<file path="config.mk">
export PLATFORM = sky130hd
export DESIGN_NAME = instr_encoder
export DESIGN_NICKNAME = d
export VERILOG_FILES = /design/src/rtl/rv32i_pkg.sv /design/src/rtl/instr_encoder_pack.sv /design/src/rtl/instr_encoder.sv
export SDC_FILE = /design/constraint.sdc
export NUM_CORES = 1
export LEC_CHECK = 0
export ABC_AREA = 1
export BUFFER_PORTS_ARGS = -buffer_cell sky130_fd_sc_hd__buf_2
export CAP_MARGIN = 30
export CORE_UTILIZATION = 45
export CTS_CLUSTER_DIAMETER = 30
export CTS_CLUSTER_SIZE = 25
export DETAILED_ROUTE_END_ITERATION = 8
export PLACE_DENSITY = 0.74
export REMOVE_ABC_BUFFERS = 1
export SLEW_MARGIN = 15
export SYNTH_ARGS = -nofsm -noshare
export SYNTH_HDL_FRONTEND = slang
export SYNTH_SLANG_ARGS = --single-unit
</file>
<file path="constraint.sdc">
create_clock -name clk -period 9.5 [get_ports clk]
set_input_delay 1.9 -clock clk [delete_from_list [all_inputs] [get_ports clk]]
set_output_delay 1.9 -clock clk [all_outputs]
set_load 0.01 [all_outputs]
</file>
<file path="src/rtl/rv32i_pkg.sv">
// Shared RV32I encoding definitions for the instruction encoder.
//   imm_sel_e : instruction-type selector, same encoding as the core's
//               immediate generator (000 I ... 110 L, 111 illegal)
//   OPC_*     : base opcode constants
//   F3_SLL/F3_SR : funct3 values that turn an I-type into a shift
package rv32i_pkg;

  typedef enum logic [2:0] {
    SEL_I   = 3'b000,
    SEL_S   = 3'b001,
    SEL_B   = 3'b010,
    SEL_U   = 3'b011,
    SEL_J   = 3'b100,
    SEL_R   = 3'b101,
    SEL_L   = 3'b110,
    SEL_ILL = 3'b111
  } imm_sel_e;

  localparam logic [6:0] OPC_LOAD   = 7'b0000011;
  localparam logic [6:0] OPC_OP_IMM = 7'b0010011;
  localparam logic [6:0] OPC_AUIPC  = 7'b0010111;
  localparam logic [6:0] OPC_STORE  = 7'b0100011;
  localparam logic [6:0] OPC_OP     = 7'b0110011;
  localparam logic [6:0] OPC_LUI    = 7'b0110111;
  localparam logic [6:0] OPC_BRANCH = 7'b1100011;
  localparam logic [6:0] OPC_JALR   = 7'b1100111;
  localparam logic [6:0] OPC_JAL    = 7'b1101111;

  localparam logic [2:0] F3_SLL = 3'b001;
  localparam logic [2:0] F3_SR  = 3'b101;

endpackage

</file>
<file path="src/rtl/instr_encoder_pack.sv">
// instr_pack: purely combinational RV32I field packer.
//   sel_i, opcode_i, rd_i, rs1_i, rs2_i, funct3_i, funct7_i, imm_i : fields
//   instr_o     : packed 32-bit instruction word
//   range_err_o : immediate does not fit the selected format (or sel is 111)
// Configuration macro: INSTR_ENC_RANGE_CHECK_EN. When undefined,
// range_err_o is forced low and immediates are silently truncated.
module instr_pack
  import rv32i_pkg::*;
(
  input  logic [2:0]  sel_i,
  input  logic [6:0]  opcode_i,
  input  logic [4:0]  rd_i,
  input  logic [4:0]  rs1_i,
  input  logic [4:0]  rs2_i,
  input  logic [2:0]  funct3_i,
  input  logic [6:0]  funct7_i,
  input  logic [31:0] imm_i,
  output logic [31:0] instr_o,
  output logic        range_err_o
);

  imm_sel_e sel;
  logic     is_shift;
  logic     fits12;
  logic     fits13;
  logic     fits21;

  assign sel      = imm_sel_e'(sel_i);
  assign is_shift = (funct3_i == F3_SLL) || (funct3_i == F3_SR);

  // A value fits an N-bit signed field when every bit from N-1 upward
  // is a copy of the sign.
  assign fits12 = (imm_i[31:11] == '0) || (imm_i[31:11] == '1);
  assign fits13 = (imm_i[31:12] == '0) || (imm_i[31:12] == '1);
  assign fits21 = (imm_i[31:20] == '0) || (imm_i[31:20] == '1);

  always_comb begin
    instr_o     = {25'b0, opcode_i};
    range_err_o = 1'b0;
    case (sel)
      SEL_I: begin
        if (is_shift) begin
          instr_o     = {funct7_i, imm_i[4:0], rs1_i, funct3_i, rd_i, opcode_i};
          range_err_o = (imm_i[31:5] != '0);
        end else begin
          instr_o     = {imm_i[11:0], rs1_i, funct3_i, rd_i, opcode_i};
          range_err_o = !fits12;
        end
      end
      // Loads never use the shift layout: funct3 001/101 are lh/lhu.
      SEL_L: begin
        instr_o     = {imm_i[11:0], rs1_i, funct3_i, rd_i, opcode_i};
        range_err_o = !fits12;
      end
      SEL_S: begin
        instr_o     = {imm_i[11:5], rs2_i, rs1_i, funct3_i, imm_i[4:0], opcode_i};
        range_err_o = !fits12;
      end
      SEL_B: begin
        instr_o     = {imm_i[12], imm_i[10:5], rs2_i, rs1_i, funct3_i,
                       imm_i[4:1], imm_i[11], opcode_i};
        range_err_o = !fits13 || imm_i[0];
      end
      SEL_U: begin
        instr_o     = {imm_i[31:12], rd_i, opcode_i};
        range_err_o = (imm_i[11:0] != '0);
      end
      SEL_J: begin
        instr_o     = {imm_i[20], imm_i[10:1], imm_i[11], imm_i[19:12], rd_i, opcode_i};
        range_err_o = !fits21 || imm_i[0];
      end
      SEL_R: begin
        instr_o = {funct7_i, rs2_i, rs1_i, funct3_i, rd_i, opcode_i};
      end
      default: begin
        range_err_o = 1'b1;
      end
    endcase
`ifndef INSTR_ENC_RANGE_CHECK_EN
    range_err_o = 1'b0;
`endif
  end

endmodule

</file>
<file path="src/rtl/instr_encoder.sv">
// instr_encoder: accepts decoded RV32I fields over valid/ready, packs them
// into a 32-bit word, tags each word with a running address and queues
// {instr, addr} in a 2-entry FIFO.
//   clk, rst (async, active high), clr (sync flush)
//   in_valid/in_ready + in_sel, in_opcode, in_rd, in_rs1, in_rs2,
//   in_funct3, in_funct7, in_imm : input fields
//   out_valid/out_ready + out_instr, out_addr : buffer head
//   err_sticky, err_cnt : rejected-input status
// Configuration macro: INSTR_ENC_RANGE_CHECK_EN enables range checking and
// the error outputs; undefined ties err_sticky/err_cnt to 0.
module instr_encoder
  import rv32i_pkg::*;
#(
  parameter int               ADDR_W    = 32,
  parameter logic [ADDR_W-1:0] BASE_ADDR = '0
) (
  input  logic              clk,
  input  logic              rst,
  input  logic              clr,
  input  logic              in_valid,
  output logic              in_ready,
  input  logic [2:0]        in_sel,
  input  logic [6:0]        in_opcode,
  input  logic [4:0]        in_rd,
  input  logic [4:0]        in_rs1,
  input  logic [4:0]        in_rs2,
  input  logic [2:0]        in_funct3,
  input  logic [6:0]        in_funct7,
  input  logic [31:0]       in_imm,
  output logic              out_valid,
  input  logic              out_ready,
  output logic [31:0]       out_instr,
  output logic [ADDR_W-1:0] out_addr,
  output logic              err_sticky,
  output logic [7:0]        err_cnt
);

  logic [31:0]       packed_instr;
  logic              range_err;
  logic              accept;
  logic              push;
  logic              pop;

  logic [31:0]       instr_q [2];
  logic [ADDR_W-1:0] tag_q   [2];
  logic              wr_ptr_q, wr_ptr_d;
  logic              rd_ptr_q, rd_ptr_d;
  logic [1:0]        count_q,  count_d;
  logic [ADDR_W-1:0] addr_q,   addr_d;

  instr_pack u_pack (
    .sel_i       (in_sel),
    .opcode_i    (in_opcode),
    .rd_i        (in_rd),
    .rs1_i       (in_rs1),
    .rs2_i       (in_rs2),
    .funct3_i    (in_funct3),
    .funct7_i    (in_funct7),
    .imm_i       (in_imm),
    .instr_o     (packed_instr),
    .range_err_o (range_err)
  );

  // Ready looks only at the registered count (and clr) so the consumer's
  // out_ready never ripples combinationally back to the producer.
  assign in_ready  = !clr && (count_q != 2'd2);
  assign out_valid = (count_q != 2'd0);
  assign accept    = in_valid && in_ready;
  assign push      = accept && !range_err;
  assign pop       = out_valid && out_ready;

  // The head outputs read zero while the buffer is empty.
  assign out_instr = out_valid ? instr_q[rd_ptr_q] : '0;
  assign out_addr  = out_valid ? tag_q[rd_ptr_q]   : '0;

  always_comb begin
    count_d  = count_q;
    wr_ptr_d = wr_ptr_q;
    rd_ptr_d = rd_ptr_q;
    addr_d   = addr_q;
    if (clr) begin
      count_d  = 2'd0;
      wr_ptr_d = 1'b0;
      rd_ptr_d = 1'b0;
      addr_d   = BASE_ADDR;
    end else begin
      if (push) begin
        wr_ptr_d = !wr_ptr_q;
        addr_d   = addr_q + ADDR_W'(4);
      end
      if (pop) begin
        rd_ptr_d = !rd_ptr_q;
      end
      case ({push, pop})
        2'b10:   count_d = count_q + 2'd1;
        2'b01:   count_d = count_q - 2'd1;
        default: count_d = count_q;
      endcase
    end
  end

  always_ff @(posedge clk or posedge rst) begin
    if (rst) begin
      count_q  <= 2'd0;
      wr_ptr_q <= 1'b0;
      rd_ptr_q <= 1'b0;
      addr_q   <= BASE_ADDR;
      for (int i = 0; i < 2; i++) begin
        instr_q[i] <= '0;
        tag_q[i]   <= '0;
      end
    end else begin
      count_q  <= count_d;
      wr_ptr_q <= wr_ptr_d;
      rd_ptr_q <= rd_ptr_d;
      addr_q   <= addr_d;
      if (push && !clr) begin
        instr_q[wr_ptr_q] <= packed_instr;
        tag_q[wr_ptr_q]   <= addr_q;
      end
    end
  end

`ifdef INSTR_ENC_RANGE_CHECK_EN
  logic       err_sticky_q;
  logic [7:0] err_cnt_q;

  // A rejected input still completes its handshake; only the error state moves.
  always_ff @(posedge clk or posedge rst) begin
    if (rst) begin
      err_sticky_q <= 1'b0;
      err_cnt_q    <= 8'd0;
    end else if (clr) begin
      err_sticky_q <= 1'b0;
      err_cnt_q    <= 8'd0;
    end else if (accept && range_err) begin
      err_sticky_q <= 1'b1;
      if (err_cnt_q != 8'hFF) begin
        err_cnt_q <= err_cnt_q + 8'd1;
      end
    end
  end

  assign err_sticky = err_sticky_q;
  assign err_cnt    = err_cnt_q;
`else
  assign err_sticky = 1'b0;
  assign err_cnt    = 8'd0;
`endif

endmodule
</file>
==> results.sh, run 1 <==
export IMPL_drive_gt1_share_pct=15.9
export IMPL_p_sw_share_pct=32.5
export IMPL_die_width_microns=137
export IMPL_final_util_pct=55.0
export IMPL_p_int_mw=1.48
export IMPL_hold_depth=2
export IMPL_num_antenna_cells=0
export IMPL_cts_buffers=17
export IMPL_worstSetupStartpointType="input port"
export IMPL_remaining_drc_errors=0
export IMPL_post_cts_resized=0
export IMPL_netlist_top_cells_count="nand2_1 (484), dfrtp_1 (158), inv_1 (91)"
export IMPL_place_gp_congestion=0.912
export IMPL_syn2layout_area_growth_pct=17.7
export IMPL_pwr_share_comb_pct=24.2
export IMPL_ant_nets=0
export IMPL_finalNetCount=1325
export IMPL_insertion_delay_ns=0.43
export IMPL_core_sq_um=17500
export IMPL_outcome="finished clean"
export IMPL_ys_top_cells_by_area="dfrtp_1 (48%), nand2_1 (22%), o21ai_0 (5.3%)"
export IMPL_portBuffers=135
export IMPL_synth_area_leader_cell="dfrtp_1"
export IMPL_initial_core_util_pct=46.7
export IMPL_p_per_area_nw_per_um2=228
export IMPL_cts_hold_buf=0
export IMPL_path_class="input port to register"
export IMPL_tns_ns=0
export IMPL_hold_class="register to register"
export IMPL_async_flop_share_pct=100
export IMPL_slowest_delay_ns=0.59
export IMPL_grt_pass1_wl_microns=34200
export IMPL_rr_startpoint="count_q[0]"
export IMPL_cts_clk_slew_worst_paths_ns=0.06
export IMPL_first_pass_iters=6
export IMPL_p_switching_mw=0.713
export IMPL_p_seq_share_pct=40.7
export IMPL_p_leak_nw=4.88
export IMPL_ys_seq_elements=158
export IMPL_routed_via_density=5.09
export IMPL_synth_most_common_cell="nand2_1"
export IMPL_antenna_found_initial=0
export IMPL_yosysUniqueCellTypes=33
export IMPL_synth_top_cell_area_share_pct=48.3
export IMPL_path_cells="buf_2 > inv_1 > nand3_4 > nor2_4 > inv_2 > buf_4 > nand2_1 > o21ai_0"
export IMPL_slew_headroom_pct=44.0
export IMPL_synthesis_area_sq_um=8190
export IMPL_dp_hpwl_microns=13900
export IMPL_whs_endpoint="instr_q[54]"
export IMPL_synth_edf_count=0
export IMPL_htree_levels=4
export IMPL_endpoint_kind="register"
export IMPL_r2r_end="instr_q[37]"
export IMPL_grt_max_degree=90
export IMPL_postCtsSetupRepairBufs=0
export IMPL_rsz0062_at_grt="false"
export IMPL_clock_power_share_pct=35.1
export IMPL_fmax_mhz=223
export IMPL_setup_viol=0
export IMPL_peakVddDrop_uv=169
export IMPL_grt_pass1_vias=6905
export IMPL_reg2regPathDepth=8
export IMPL_dieArea_sq_um=18700
export IMPL_fin_crit_ns=4.48
export IMPL_wl_microns=20800
export IMPL_fp_row_count=48
export IMPL_fin_crit_sh_pct=47.2
export IMPL_cts_buffer_depth=2
export IMPL_report_final_slew_viol_count=0
export IMPL_vias=7578
export IMPL_min_from="instr_q[54]"
export IMPL_first_iter_violations=633
export IMPL_crit_family="buffers and inverters"
export IMPL_clock_sinks=158
export IMPL_track_usage_pct=23.4
export IMPL_worst_slew_pin_slew_ns=0.840
export IMPL_path_buf_inv=4
export IMPL_crit_arrival_ns=4.76
export IMPL_skew_ns=0.0138
export IMPL_synth_seq_area_share_pct=48.3
export IMPL_io_pins=147
export IMPL_synth_cells=1141
export IMPL_clockRootBuffer="clkbuf_16"
export IMPL_die_y_microns=137
export IMPL_path_max_fanout=59
export IMPL_avgSynthCellArea_sq_um=7.18
export IMPL_cap_violations=0
export IMPL_crit_required_ns=9.78
export IMPL_ys_flop_type="dfrtp_1"
export IMPL_hold_viol_final=0
export IMPL_rrSetupSlack_ns=6.85
export IMPL_cts_tree="done"
export IMPL_grt_overflow_total=0
export IMPL_crit_slowest_cell="nor2_4"
export IMPL_wire_per_inst_microns=14.0
export IMPL_yosysWarnings=0
[placed cells by master (no fill, tap or decap), types with 2 or more instances in the layout]
master	count
a21boi_0	2
a21oi_1	75
a31oi_1	2
and2_1	3
buf_2	135
buf_4	6
bufinv_16	6
clkbuf_16	17
clkinv_2	2
clkinv_4	4
conb_1	11
dfrtp_1	157
inv_1	90
inv_2	7
inv_6	2
nand2_1	484
nand2_2	5
nand3_1	35
nand4_1	10
nor2_1	60
nor2_2	5
nor2_4	3
nor3_1	7
o21ai_0	87
o21ai_1	33
o22ai_1	3
[per-stage QoR]
| step | hold WS, ns | instance area [sq um] | setup WS [ns] | cells | power, mW |
|---|---|---|---|---|---|
| finish | 0.478 | 9640 | 5.02 | 1489 | 2.20 |
| global route | 0.501 | 9640 | 4.78 | 1489 | 2.32 |
| CTS | 0.481 | 9610 | 5.05 | 1488 | 2.21 |
| detailed placement | 0.465 | 8940 | 4.62 | 1457 | 1.44 |
| global placement | 0.458 | 8920 | 4.70 | 1456 | 1.42 |
| floorplan | 0.444 | 7910 | 3.34 | 1090 | 1.22 |
[power groups by stage]
stage | logic [mW] | registers (mW) | clock network [mW]
6_report | 0.532 | 0.893 | 0.770
5_1_grt | 0.603 | 0.909 | 0.809
4_1_cts | 0.537 | 0.892 | 0.783
3_5_place_dp | 0.534 | 0.902 | 0
3_3_place_gp | 0.518 | 0.899 | 0
2_1_floorplan | 0.328 | 0.894 | 0
[sequential cells by signal (all words and copies together), names as in the netlist]
name      cells
instr_q      64
tag_q        60
addr_q       30
count_q       2
rd_ptr_q      1
wr_ptr_q      1
[layout make-up]
| cell class | count | area, sq um |
|---|---|---|
| fill | 1654 | 7900 |
| sequential | 158 | 3960 |
| multi-input combinational | 834 | 3590 |
| timing repair buffer | 143 | 768 |
| clock buffer | 17 | 425 |
| inverter | 98 | 373 |
| tap | 225 | 282 |
| clock inverter | 14 | 241 |
[logic make-up (layout without fill, tap and decap cells)]
group | after synthesis | in the layout | share of synthesized area, %
AOI/OAI and AO/OA | 205 | 205 | 12.8
buffers and inverters | 159 | 272 | 8.37
adders and majority gates | 1 | 1 | 0.153
other | 1 | 11 | 0.0458
and+or+nand+nor | 617 | 617 | 30.4
DFF | 158 | 158 | 48.3
[layer usage]
metal | track usage (%) | share of wire [%] | vias up
met4 | 8.12 | 2.0 | 0
met3 | 4.44 | 4.6 | 32
met2 | 36.8 | 47 | 212
met5 | 0 | 0 | -
met1 | 32.3 | 47 | 3535
li1 | - | - | 3799
[worst max path at each step]
stage                     startpoint       endpoint  slack [ns]  depth (start not counted)
after floorplan                  rst     addr_q[10]        3.34                          1
after global placement           clr      tag_q[55]        4.70                          8
after detailed placement         clr    instr_q[37]        4.62                          8
after CTS                 count_q[0]  out_instr[21]        5.05                          6
after global routing             clr    instr_q[36]        4.78                          8
final                            clr    instr_q[37]        5.02                          8
[worst min-delay path, cell delays in order, from the launching register on]
cell and delay, ns:
dfrtp_1 0.34, nand2_1 0.05, nand2_1 0.06
(Power assumes the default switching activity.)
==> run 2, diff against run 1 <==
==> constraint.sdc (replaced) <==
create_clock -name clk -period 4.5 [get_ports clk]
set_input_delay 0.9 -clock clk [delete_from_list [all_inputs] [get_ports clk]]
set_output_delay 0.9 -clock clk [all_outputs]
set_load 0.01 [all_outputs]
==> results.sh, run 2 (synthesized netlist as in run 1, its figures left out) <==
export IMPL_dp_hpwl_microns=14100
export IMPL_routed_via_density=5.15
export IMPL_largest_reg_flops=64
export IMPL_p_leak_nw=4.89
export IMPL_first_pass_iters=5
export IMPL_fin_cells=1494
export IMPL_grt_overflow_total=0
export IMPL_multi_input_area_sq_um=3590
export IMPL_portBuffers=135
export IMPL_nFillCells=1735
export IMPL_cap_violations=0
export IMPL_post_cts_resized=0
export IMPL_crit_arrival_ns=2.22
export IMPL_die_width_microns=137
export IMPL_report_final_slew_viol_count=0
export IMPL_fin_crit_sh_pct=69.3
export IMPL_final_cell_mix="nand2_1 (484), dfrtp_1 (157), buf_2 (135)"
export IMPL_die_y_microns=137
export IMPL_syn2layout_area_growth_pct=17.7
export IMPL_wire_per_inst_microns=14.2
export IMPL_register_area_sq_um=3960
export IMPL_core_sq_um=17500
export IMPL_slew_headroom_pct=48.8
export IMPL_remaining_drc_errors=0
export IMPL_hold_viol_final=0
export IMPL_finalNetCount=1329
export IMPL_dieArea_sq_um=18700
export IMPL_vias=7693
export IMPL_final_util_pct=55.0
export IMPL_ant_nets=0
export IMPL_crit_required_ns=3.60
export IMPL_crit_slowest_cell="inv_2"
export IMPL_worst_slew_pin_slew_ns=0.768
export IMPL_skew_ns=0.00992
export IMPL_cts_clk_slew_worst_paths_ns=0.06
export IMPL_clock_sinks=158
export IMPL_peakVddDrop_uv=283
export IMPL_grt_pass1_vias=7091
export IMPL_io_pins=147
export IMPL_wl_microns=21300
export IMPL_antenna_found_initial=0
export IMPL_cts_buffers=17
export IMPL_cts_tree="done"
export IMPL_path_max_fanout=40
export IMPL_setup_viol=0
export IMPL_power_mw=4.61
export IMPL_placed_area_sq_um=8980
export IMPL_drive_gt1_share_pct=16.1
export IMPL_largest_register="instr_q"
export IMPL_path_class="register to output port"
export IMPL_final_common_cell="nand2_1"
export IMPL_grt_pass1_wl_microns=35000
export IMPL_reg2regPathDepth=8
export IMPL_p_per_area_nw_per_um2=478
export IMPL_cts_hold_buf=0
export IMPL_insertion_delay_ns=0.43
export IMPL_fin_crit_ns=3.12
export IMPL_worstSetupStartpointType="register"
export IMPL_outcome="finished clean"
export IMPL_hold_depth=2
export IMPL_num_antenna_cells=0
export IMPL_place_gp_congestion=0.929
export IMPL_initial_core_util_pct=46.7
export IMPL_htree_levels=4
export IMPL_track_usage_pct=23.8
export IMPL_tns_ns=0
export IMPL_clockRootBuffer="clkbuf_16"
export IMPL_first_iter_violations=538
export IMPL_rsz0062_at_grt="false"
export IMPL_cts_buffer_depth=2
export IMPL_fp_row_count=48
export IMPL_fmax_mhz=320
export IMPL_endpoint_kind="output port"
export IMPL_slowest_delay_ns=0.53
export IMPL_dp_cells=1462
export IMPL_grt_max_degree=85
export IMPL_postCtsSetupRepairBufs=0
export IMPL_fin_area_sq_um=9640
export IMPL_hold_class="register to register"
export IMPL_top_regs="instr_q x64, tag_q x60, addr_q x30"
export IMPL_path_cells="inv_2 > buf_4 > nand2_1 > a21oi_1 > buf_2"
run 2: changes by cell type in the layout (fill, tap and decap cells not counted), sizes merged:
cell	delta
clkbuf	+3
buf	+4
bufinv	-1
clkinv	-1
run 2: metrics by stage:
step	hold slack (ns)	setup WS [ns]
2_1_floorplan	0.444	-0.663
3_3_place_gp	0.457	1.59
5_1_grt	0.489	1.24
4_1_cts	0.481	1.34
3_5_place_dp	0.465	1.50
6_report	0.479	1.38
run 2: area by class of cell:
| class | instances | share of cell area (%) |
|---|---|---|
| sequential | 158 | 41.0 |
| multi-input combinational | 834 | 37.3 |
| timing repair buffer | 147 | 8.07 |
| clock buffer | 20 | 4.63 |
| inverter | 98 | 3.87 |
| tap | 225 | 2.92 |
| clock inverter | 12 | 2.18 |
run 2: critical path: cells and delay by family (launching register included):
kind	cells	cell delay [ns]
buf+inv	3	1.11
flops	1	0.41
compound gates	1	0.18
simple gates	1	0.08
run 2: power by group:
| part | leakage (nW) | internal [mW] | total (mW) | switching, mW |
|---|---|---|---|---|
| combinational | 2.45 | 0.368 | 1.13 | 0.759 |
| clock | 0.315 | 1.01 | 1.59 | 0.590 |
| sequential | 2.12 | 1.72 | 1.89 | 0.169 |
run 2: path summary, 6_finish.rpt:
check | startpoint | endpoint | slack [ns]
hold / removal | instr_q[61] | instr_q[61] | 0.48
setup reg to reg | count_q[0] | tag_q[4] | 2.20
max in group asynchronous | rst | tag_q[41] | 2.94
min in group asynchronous | rst | instr_q[3] | 0.60
hold reg to reg | instr_q[61] | instr_q[61] | 0.48
setup / recovery | rd_ptr_q | out_addr[10] | 1.38
run 2: per-layer routing:
metal  share of wire [%]  GRT usage (%)  routed length (microns)  up-vias
li1                    -              -                        -     3809
met1                  46           32.6                     9840     3627
met2                  47           38.8                    10100      226
met3                 4.5           4.19                      961       31
met4                 2.0           6.72                      417        0
met5                   0              0                        0        -
